==> src/rtl/video_pkg.sv <==
// Shared video types and constants for the layer compositor and its pixel stages.
package video_pkg;

  localparam int DEFAULT_COLOR_BITS = 4;
  localparam int MAX_LAYERS         = 8;

  typedef struct packed {
    logic [DEFAULT_COLOR_BITS-1:0] r;
    logic [DEFAULT_COLOR_BITS-1:0] g;
    logic [DEFAULT_COLOR_BITS-1:0] b;
  } rgb_t;

  // Idle level of a sync line: high when the sync pulse is active-low.
  function automatic logic sync_deassert(input logic sync_active_low);
    return sync_active_low;
  endfunction

endpackage

==> src/rtl/mixer_stage.sv <==
// One compositing register stage: a covering layer replaces (or, with BLEND, averages
// with) the accumulated colour; otherwise the accumulator passes through.
module mixer_stage
  import video_pkg::*;
#(
  parameter int COLOR_BITS = DEFAULT_COLOR_BITS,
  parameter bit BLEND      = 1'b0
) (
  input  logic                    clk,
  input  logic                    reset,
  input  logic [3*COLOR_BITS-1:0] acc_i,
  input  logic [3*COLOR_BITS-1:0] layer_i,
  input  logic                    cover_i,
  output logic [3*COLOR_BITS-1:0] acc_o
);

  localparam int CW = 3*COLOR_BITS;

  logic [CW-1:0] mixed;
  logic [CW-1:0] acc_d, acc_q;

  if (BLEND) begin : g_blend
    // Sum in COLOR_BITS+1 bits, halve, truncate: rounds down.
    always_comb begin
      mixed = '0;
      for (int c = 0; c < 3; c++) begin
        mixed[c*COLOR_BITS +: COLOR_BITS] =
          COLOR_BITS'(({1'b0, layer_i[c*COLOR_BITS +: COLOR_BITS]} +
                       {1'b0, acc_i[c*COLOR_BITS +: COLOR_BITS]}) >> 1);
      end
    end
  end else begin : g_replace
    assign mixed = layer_i;
  end

  always_comb begin
    acc_d = acc_i;
    if (cover_i) acc_d = mixed;
  end

  always_ff @(posedge clk) begin
    if (reset) acc_q <= '0;
    else       acc_q <= acc_d;
  end

  assign acc_o = acc_q;

endmodule

==> src/rtl/layer_mixer.sv <==
// Fixed-priority RGB layer compositor with sync/active delay lines and a per-frame visibility latch.
// Define LAYER_MIXER_BLEND_EN to average the top layer 50/50 with the layers beneath it.
module layer_mixer
  import video_pkg::*;
#(
  parameter int                         NUM_LAYERS      = 4,
  parameter int                         COLOR_BITS      = DEFAULT_COLOR_BITS,
  parameter logic [3*COLOR_BITS-1:0]    BACKDROP_RGB    = '0,
  parameter bit                         SYNC_ACTIVE_LOW = 1'b1,
  parameter logic [NUM_LAYERS-1:0]      VIS_RESET       = '1
) (
  input  logic                             clkPixel,
  input  logic                             reset,
  input  logic [NUM_LAYERS*COLOR_BITS-1:0] layerRed,
  input  logic [NUM_LAYERS*COLOR_BITS-1:0] layerGreen,
  input  logic [NUM_LAYERS*COLOR_BITS-1:0] layerBlue,
  input  logic [NUM_LAYERS-1:0]            layerOpaque,
  input  logic [NUM_LAYERS-1:0]            layersVisible,
  input  logic                             videoActive,
  input  logic                             hsync,
  input  logic                             vsync,
  output logic [COLOR_BITS-1:0]            red,
  output logic [COLOR_BITS-1:0]            green,
  output logic [COLOR_BITS-1:0]            blue,
  output logic                             hsyncOut,
  output logic                             vsyncOut,
  output logic                             videoActiveOut
);

  localparam int       CW        = 3*COLOR_BITS;
  localparam logic     SYNC_IDLE = sync_deassert(SYNC_ACTIVE_LOW);
  localparam bit [2:0] CTL_IDLE  = {1'b0, SYNC_IDLE, SYNC_IDLE};
`ifdef LAYER_MIXER_BLEND_EN
  localparam bit BLEND_TOP = 1'b1;
`else
  localparam bit BLEND_TOP = 1'b0;
`endif

  // Control bundle is {videoActive, hsync, vsync}.
  logic                            vs_hist_d, vs_hist_q;
  logic [NUM_LAYERS-1:0]           vis_d, vis_q;
  logic                            vs_edge;
  logic [NUM_LAYERS-1:0][CW-1:0]   lay_d, lay_q;
  logic [NUM_LAYERS-1:0]           cover_d, cover_q;
  logic [2:0]                      ctl0_d, ctl0_q;
  logic [NUM_LAYERS-1:0][2:0]      ctl_d, ctl_q;
  logic [NUM_LAYERS-1:0][CW:0]     lay_at_stage;
  logic [NUM_LAYERS:0][CW-1:0]     acc;
  logic [CW-1:0]                   rgb_d, rgb_q;
  logic [2:0]                      ctl_out_d, ctl_out_q;

  // The pixel sampled on the vsync edge already uses the freshly latched mask.
  always_comb begin
    vs_hist_d = vsync ^ SYNC_ACTIVE_LOW;
    vs_edge   = vs_hist_d & ~vs_hist_q;
    vis_d     = vs_edge ? layersVisible : vis_q;
    cover_d   = vis_d & layerOpaque;
    ctl0_d    = {videoActive, hsync, vsync};
    for (int i = 0; i < NUM_LAYERS; i++) begin
      lay_d[i] = {layerRed[i*COLOR_BITS +: COLOR_BITS],
                  layerGreen[i*COLOR_BITS +: COLOR_BITS],
                  layerBlue[i*COLOR_BITS +: COLOR_BITS]};
    end
    ctl_d[0] = ctl0_q;
    for (int j = 1; j < NUM_LAYERS; j++) ctl_d[j] = ctl_q[j-1];
  end

  always_ff @(posedge clkPixel) begin
    if (reset) begin
      vs_hist_q <= 1'b0;
      vis_q     <= VIS_RESET;
      lay_q     <= '0;
      cover_q   <= '0;
      ctl0_q    <= CTL_IDLE;
      ctl_q     <= {NUM_LAYERS{CTL_IDLE}};
    end else begin
      vs_hist_q <= vs_hist_d;
      vis_q     <= vis_d;
      lay_q     <= lay_d;
      cover_q   <= cover_d;
      ctl0_q    <= ctl0_d;
      ctl_q     <= ctl_d;
    end
  end

  assign acc[0] = BACKDROP_RGB;

  for (genvar i = 0; i < NUM_LAYERS; i++) begin : g_layer
    if (i == 0) begin : g_direct
      assign lay_at_stage[i] = {cover_q[i], lay_q[i]};
    end else begin : g_delay
      // Layer i waits i cycles so it meets the accumulator at stage i+1.
      logic [i-1:0][CW:0] dly_d, dly_q;
      always_comb begin
        dly_d[0] = {cover_q[i], lay_q[i]};
        for (int j = 1; j < i; j++) dly_d[j] = dly_q[j-1];
      end
      always_ff @(posedge clkPixel) begin
        if (reset) dly_q <= '0;
        else       dly_q <= dly_d;
      end
      assign lay_at_stage[i] = dly_q[i-1];
    end

    mixer_stage #(
      .COLOR_BITS (COLOR_BITS),
      .BLEND      (BLEND_TOP && (i == NUM_LAYERS-1))
    ) u_stage (
      .clk     (clkPixel),
      .reset   (reset),
      .acc_i   (acc[i]),
      .layer_i (lay_at_stage[i][CW-1:0]),
      .cover_i (lay_at_stage[i][CW]),
      .acc_o   (acc[i+1])
    );
  end

  always_comb begin
    ctl_out_d = ctl_q[NUM_LAYERS-1];
    rgb_d     = ctl_out_d[2] ? acc[NUM_LAYERS] : '0;
  end

  always_ff @(posedge clkPixel) begin
    if (reset) begin
      rgb_q     <= '0;
      ctl_out_q <= CTL_IDLE;
    end else begin
      rgb_q     <= rgb_d;
      ctl_out_q <= ctl_out_d;
    end
  end

  assign red            = rgb_q[2*COLOR_BITS +: COLOR_BITS];
  assign green          = rgb_q[COLOR_BITS +: COLOR_BITS];
  assign blue           = rgb_q[0 +: COLOR_BITS];
  assign videoActiveOut = ctl_out_q[2];
  assign hsyncOut       = ctl_out_q[1];
  assign vsyncOut       = ctl_out_q[0];

endmodule

==> config.mk <==
export PLATFORM = sky130hd
export DESIGN_NAME = layer_mixer
export DESIGN_NICKNAME = d
export VERILOG_FILES = /design/src/rtl/video_pkg.sv /design/src/rtl/mixer_stage.sv /design/src/rtl/layer_mixer.sv
export SDC_FILE = /design/constraint.sdc
export NUM_CORES = 1
export LEC_CHECK = 0
export BUFFER_PORTS_ARGS = -buffer_cell sky130_fd_sc_hd__buf_2
export CORE_MARGIN = 1.5
export CORE_UTILIZATION = 30
export CTS_CLUSTER_SIZE = 40
export DETAILED_ROUTE_END_ITERATION = 8
export PLACE_DENSITY = 0.52
export REMOVE_ABC_BUFFERS = 1
export SLEW_MARGIN = 20
export SYNTH_ARGS = -nofsm -noshare
export SYNTH_HDL_FRONTEND = slang
export SYNTH_SLANG_ARGS = --single-unit
==> constraint.sdc <==
create_clock -name clkPixel -period 1.1 [get_ports clkPixel]
set_input_delay 0.11 -clock clkPixel [delete_from_list [all_inputs] [get_ports clkPixel]]
set_output_delay 0.11 -clock clkPixel [all_outputs]
set_load 0.05 [all_outputs]
## After elaboration in Yosys (flattened, before gate mapping)

Cells that the tools add are included.

- Bits of input ports: 61
- Bits in registers: 213

- Bitwise operators: 6
- Muxes and demuxes: 4
- Reductions and logical operators: 2

Operator list:

| operator | count |
|---|---|
| $mux 12 | 3 |
| $and 4x4->4 | 1 |
| $mux 4 | 1 |
| $not 1->1 | 4 |
| $reduce_or 2->1 | 2 |
| $and 1x1->1 | 1 |

## Longest topological paths before layout

- Word-level depth: 4
- Depth in mapped cells: 5
- Gate-level depth less buffers: 2

## Cells and area by module

Synthesis repeated with hierarchy kept, for this count alone.

- Cells, all modules: 513
- Area total of the unflattened synthesis: 6209.7 um2

Modules (own cells, without submodules):

| module | instances | area an instance (um2) | cells each |
|---|---|---|---|
| layer_mixer | 1 | 4528.1 | 361 |
| mixer_stage | 4 | 420.4 | 38 |

## Worst setup path before layout

No wires, ideal clock.

- Kind: reg2reg
- From: register g_layer[1].g_delay.dly_q[12] (netlist bit)
- To: register g_layer[1].u_stage.acc_q[10]
- Period minus slack after synthesis: 906 ps
- Data arrival time: 789 ps
- Required time: 983 ps
- Library setup time: 117 ps
- Path slack: 194 ps
- Stages on the path, launching flop included: 4
- Buffers on the path: 1
- Path through: dfxtp_1 -> buf_4 -> mux2i_1 -> nor2_1

- Word-level cells in the longest chain between the ends: 1

RTL lines:

| element | line | RTL |
|---|---|---|
| start, declared | layer_mixer.sv:93 | `logic [i-1:0][CW:0] dly_d, dly_q;` |
| start signal, assigned | layer_mixer.sv:100 | `else dly_q <= dly_d;` |
| $mux 12 | mixer_stage.sv:38 | `if (cover_i) acc_d = mixed;` |
| end signal, assigned | mixer_stage.sv:42 | `if (reset) acc_q <= '0;` |
| end signal, assigned | mixer_stage.sv:43 | `else acc_q <= acc_d;` |
| end, declared | mixer_stage.sv:20 | `logic [CW-1:0] acc_d, acc_q;` |

No other way between the ends.
A chain may end at the register's enable or synchronous reset.

## Worst setup path after layout

- From: register rgb_q[7]
- To: output port green[3]

RTL lines:

| element | line | RTL |
|---|---|---|
| start, declared | layer_mixer.sv:49 | `logic [CW-1:0] rgb_d, rgb_q;` |
| start signal, assigned | layer_mixer.sv:128 | `rgb_q <= rgb_d;` |
| end, declared | layer_mixer.sv:23 | `output logic [COLOR_BITS-1:0] green,` |

No word-level cell between the ends.

==> flow_summary.ini <==
[run_status]
status = complete, no violations

[sta]
grt_setup_unrepaired = true
holdWs_ps = 62.1
max_slew.worst_pin.slew_ps = 400
hold_viol = 0
skew_ps = 11.4
timing.fmax_ghz = 0.927
min_period_ps = 1080
slew_headroom = 0.732
finalMaxSlewViolations = 0
setup_viol = 0
min_period_over_period = 0.981

[floorplan]
die_height_um = 146
fp-row-count = 51
core-area_um2 = 19700
die_area_um2 = 21200
die_w_um = 146
ios = 76
start_util = 0.309

[global_routing]
grt.overflow.total = 0
antenna_found_initial = 0
grtUsageTotal = 0.0941
grt_pass1_vias = 3468
grt_pass1_wl_um = 16300
grt_max_degree = 54

[clocking]
cts_sinks = 213
cts.htree.levels = 1
cts_tree = built
worstSkewPairLatency_ps = 490
cts_max_path_buffers = 3
cts_setup_buffers = 0
numCtsBuffers = 22
root_buffer = clkbuf_16
path_clk_slew_ps = 60

[flow_run]
max_cap_violations = 0

[cells_and_area]
fin_util = 0.422
final_area_um2 = 8320
antenna_cells = 0
instances_no_fill = 925
drive_above_1_share = 0.208
fill_cells = 1838
fin_nets = 705
area_delta_synth_final_pct = 36.4

[yosys]
syn_area_per_cell_um2 = 12.2
synthCells = 501
synth_top_cell_by_area = dfxtp_1
synth-edff-count = 0
yosys_warnings = 0
ys_async_sr_fraction = 0
syn-cell-area_um2 = 6100
yosys-top-cells-count = dfxtp_1 (213), nor2b_1 (131), nor2_1 (37)
synth_top_area_share = 0.699
yosysSeqAreaShare = 0.699
ys.flop_type = dfxtp_1
synth.distinct_cells = 17
yosysMostFrequentCell = dfxtp_1
ys_top_cells_by_area = dfxtp_1 (70%), nor2b_1 (13%), mux2i_1 (5.9%)
synth.ff_latch_count = 213

[pwr]
vdd_drop_max_mv = 1.14
power_mw = 16.1
leakagePower_nw = 3.32
p_per_area_nw_per_um2 = 1940

[placed_design]
place_inst = 825
gp_congestion = 0.649
port_buffers = 75
place_area_um2 = 6800
hpwl_um = 6040

[detailed_routing]
detail-route-antenna-nets = 0
wl_um = 10000
drt_iter0_drc = 128
routed_via_density = 3.77
vias = 3489
drc = 0
firstDrtPassIters = 4
wl_per_cell_um = 10.9

[setup_path]
slowest_delay_ps = 340
cp.required_ps = 990
r2r_cells = 2
cp_top_family = flip-flops
path_cells = buf_8
slowest_stage = dfxtp_2
start_kind = flop
endpoint_kind = output pin
worst_ep_arrival_time_ps = 970
critPathKind = flop to output pin
cp.depth = 1
cp_max_fo = 1
path_buf_inv = 1

[min_path]
hp-class = primary input to flop
whs_path_depth = 3
## state kept, by name (all words and copies together) (netlist names), 4 cells and up
register	cells
ctl_d	9
g_layer.g_delay.dly_d	75
cover_q	4
lay_at_stage	12
rgb_q	12
g_layer.g_delay.dly_q	39
g_layer.u_stage.acc_o	48
vis_q	4
## where the power goes
group	switching [mW]	internal (mW)	total, mW
combinational	0.258	0.407	0.666
sequential	0.0567	7.95	8.01
clock	2.80	4.64	7.44
## cell usage in the layout (no fill, tap or decap), types with 11 or more instances in the layout
cell type and count:
and2_1 24, mux2i_1 36, nor2_1 37, buf_2 59
nor2b_1 131, dlygate4sd3_1 59, dfxtp_1 198, clkbuf_16 24
dfxtp_2 15, or2_1 11
## kinds of logic after synthesis
family,share of synthesized area
and+or+nand+nor,0.211
DFF,0.699
muxes,0.0591
buffers and inverters,0.0244
AOI/OAI and AO/OA,0.00657
## layer usage
metal / up-vias / GRT usage / share of wire
met3: 23 / 0.0245 / 0.046
met2: 77 / 0.154 / 0.45
met5: - / 0 / 0
met1: 1551 / 0.118 / 0.47
met4: 0 / 0.0383 / 0.031
li1: 1838 / - / -
## per-stage QoR
step	setup TNS [ps]	setup WS, ps
after floorplan	0	67.0
after global placement	-22.2	-22.2
after detailed placement	-38.6	-38.6
after CTS	-32.9	-12.4
after global routing	-106	-22.2
final	0	21.1
## final cells by class
type	instances	area [um2]	area share
inverters	1	3.75	0.000451
multi-input cells	261	1690	0.204
repair buffers	145	1260	0.152
clock buffers	35	671	0.0806
flip-flops and latches	213	4280	0.515
well taps	265	332	0.0398
clock inverters	5	75.1	0.00902
## timing repair
| item | 4_1_cts | 5_1_grt |
|---|---|---|
| endpoints found under the setup margin | 16 | 63 |
| gates resized for setup | 43 | 12 |
| hold endpoints to repair | 61 | 0 |
| hold buffers | 59 | 0 |
| cloned | 0 | 1 |
## final timing paths
path,start,slack (ps),endpoint
worst max-delay path,rgb_q[7],20,green[3]
worst min-delay path,layersVisible[0],60,vis_q[0]
worst max register to register,vs_hist_q,40,cover_q[0]
worst min register to register,ctl0_q[0],400,ctl_d[3]
No activity file was read; power rests on OpenSTA's default activity.
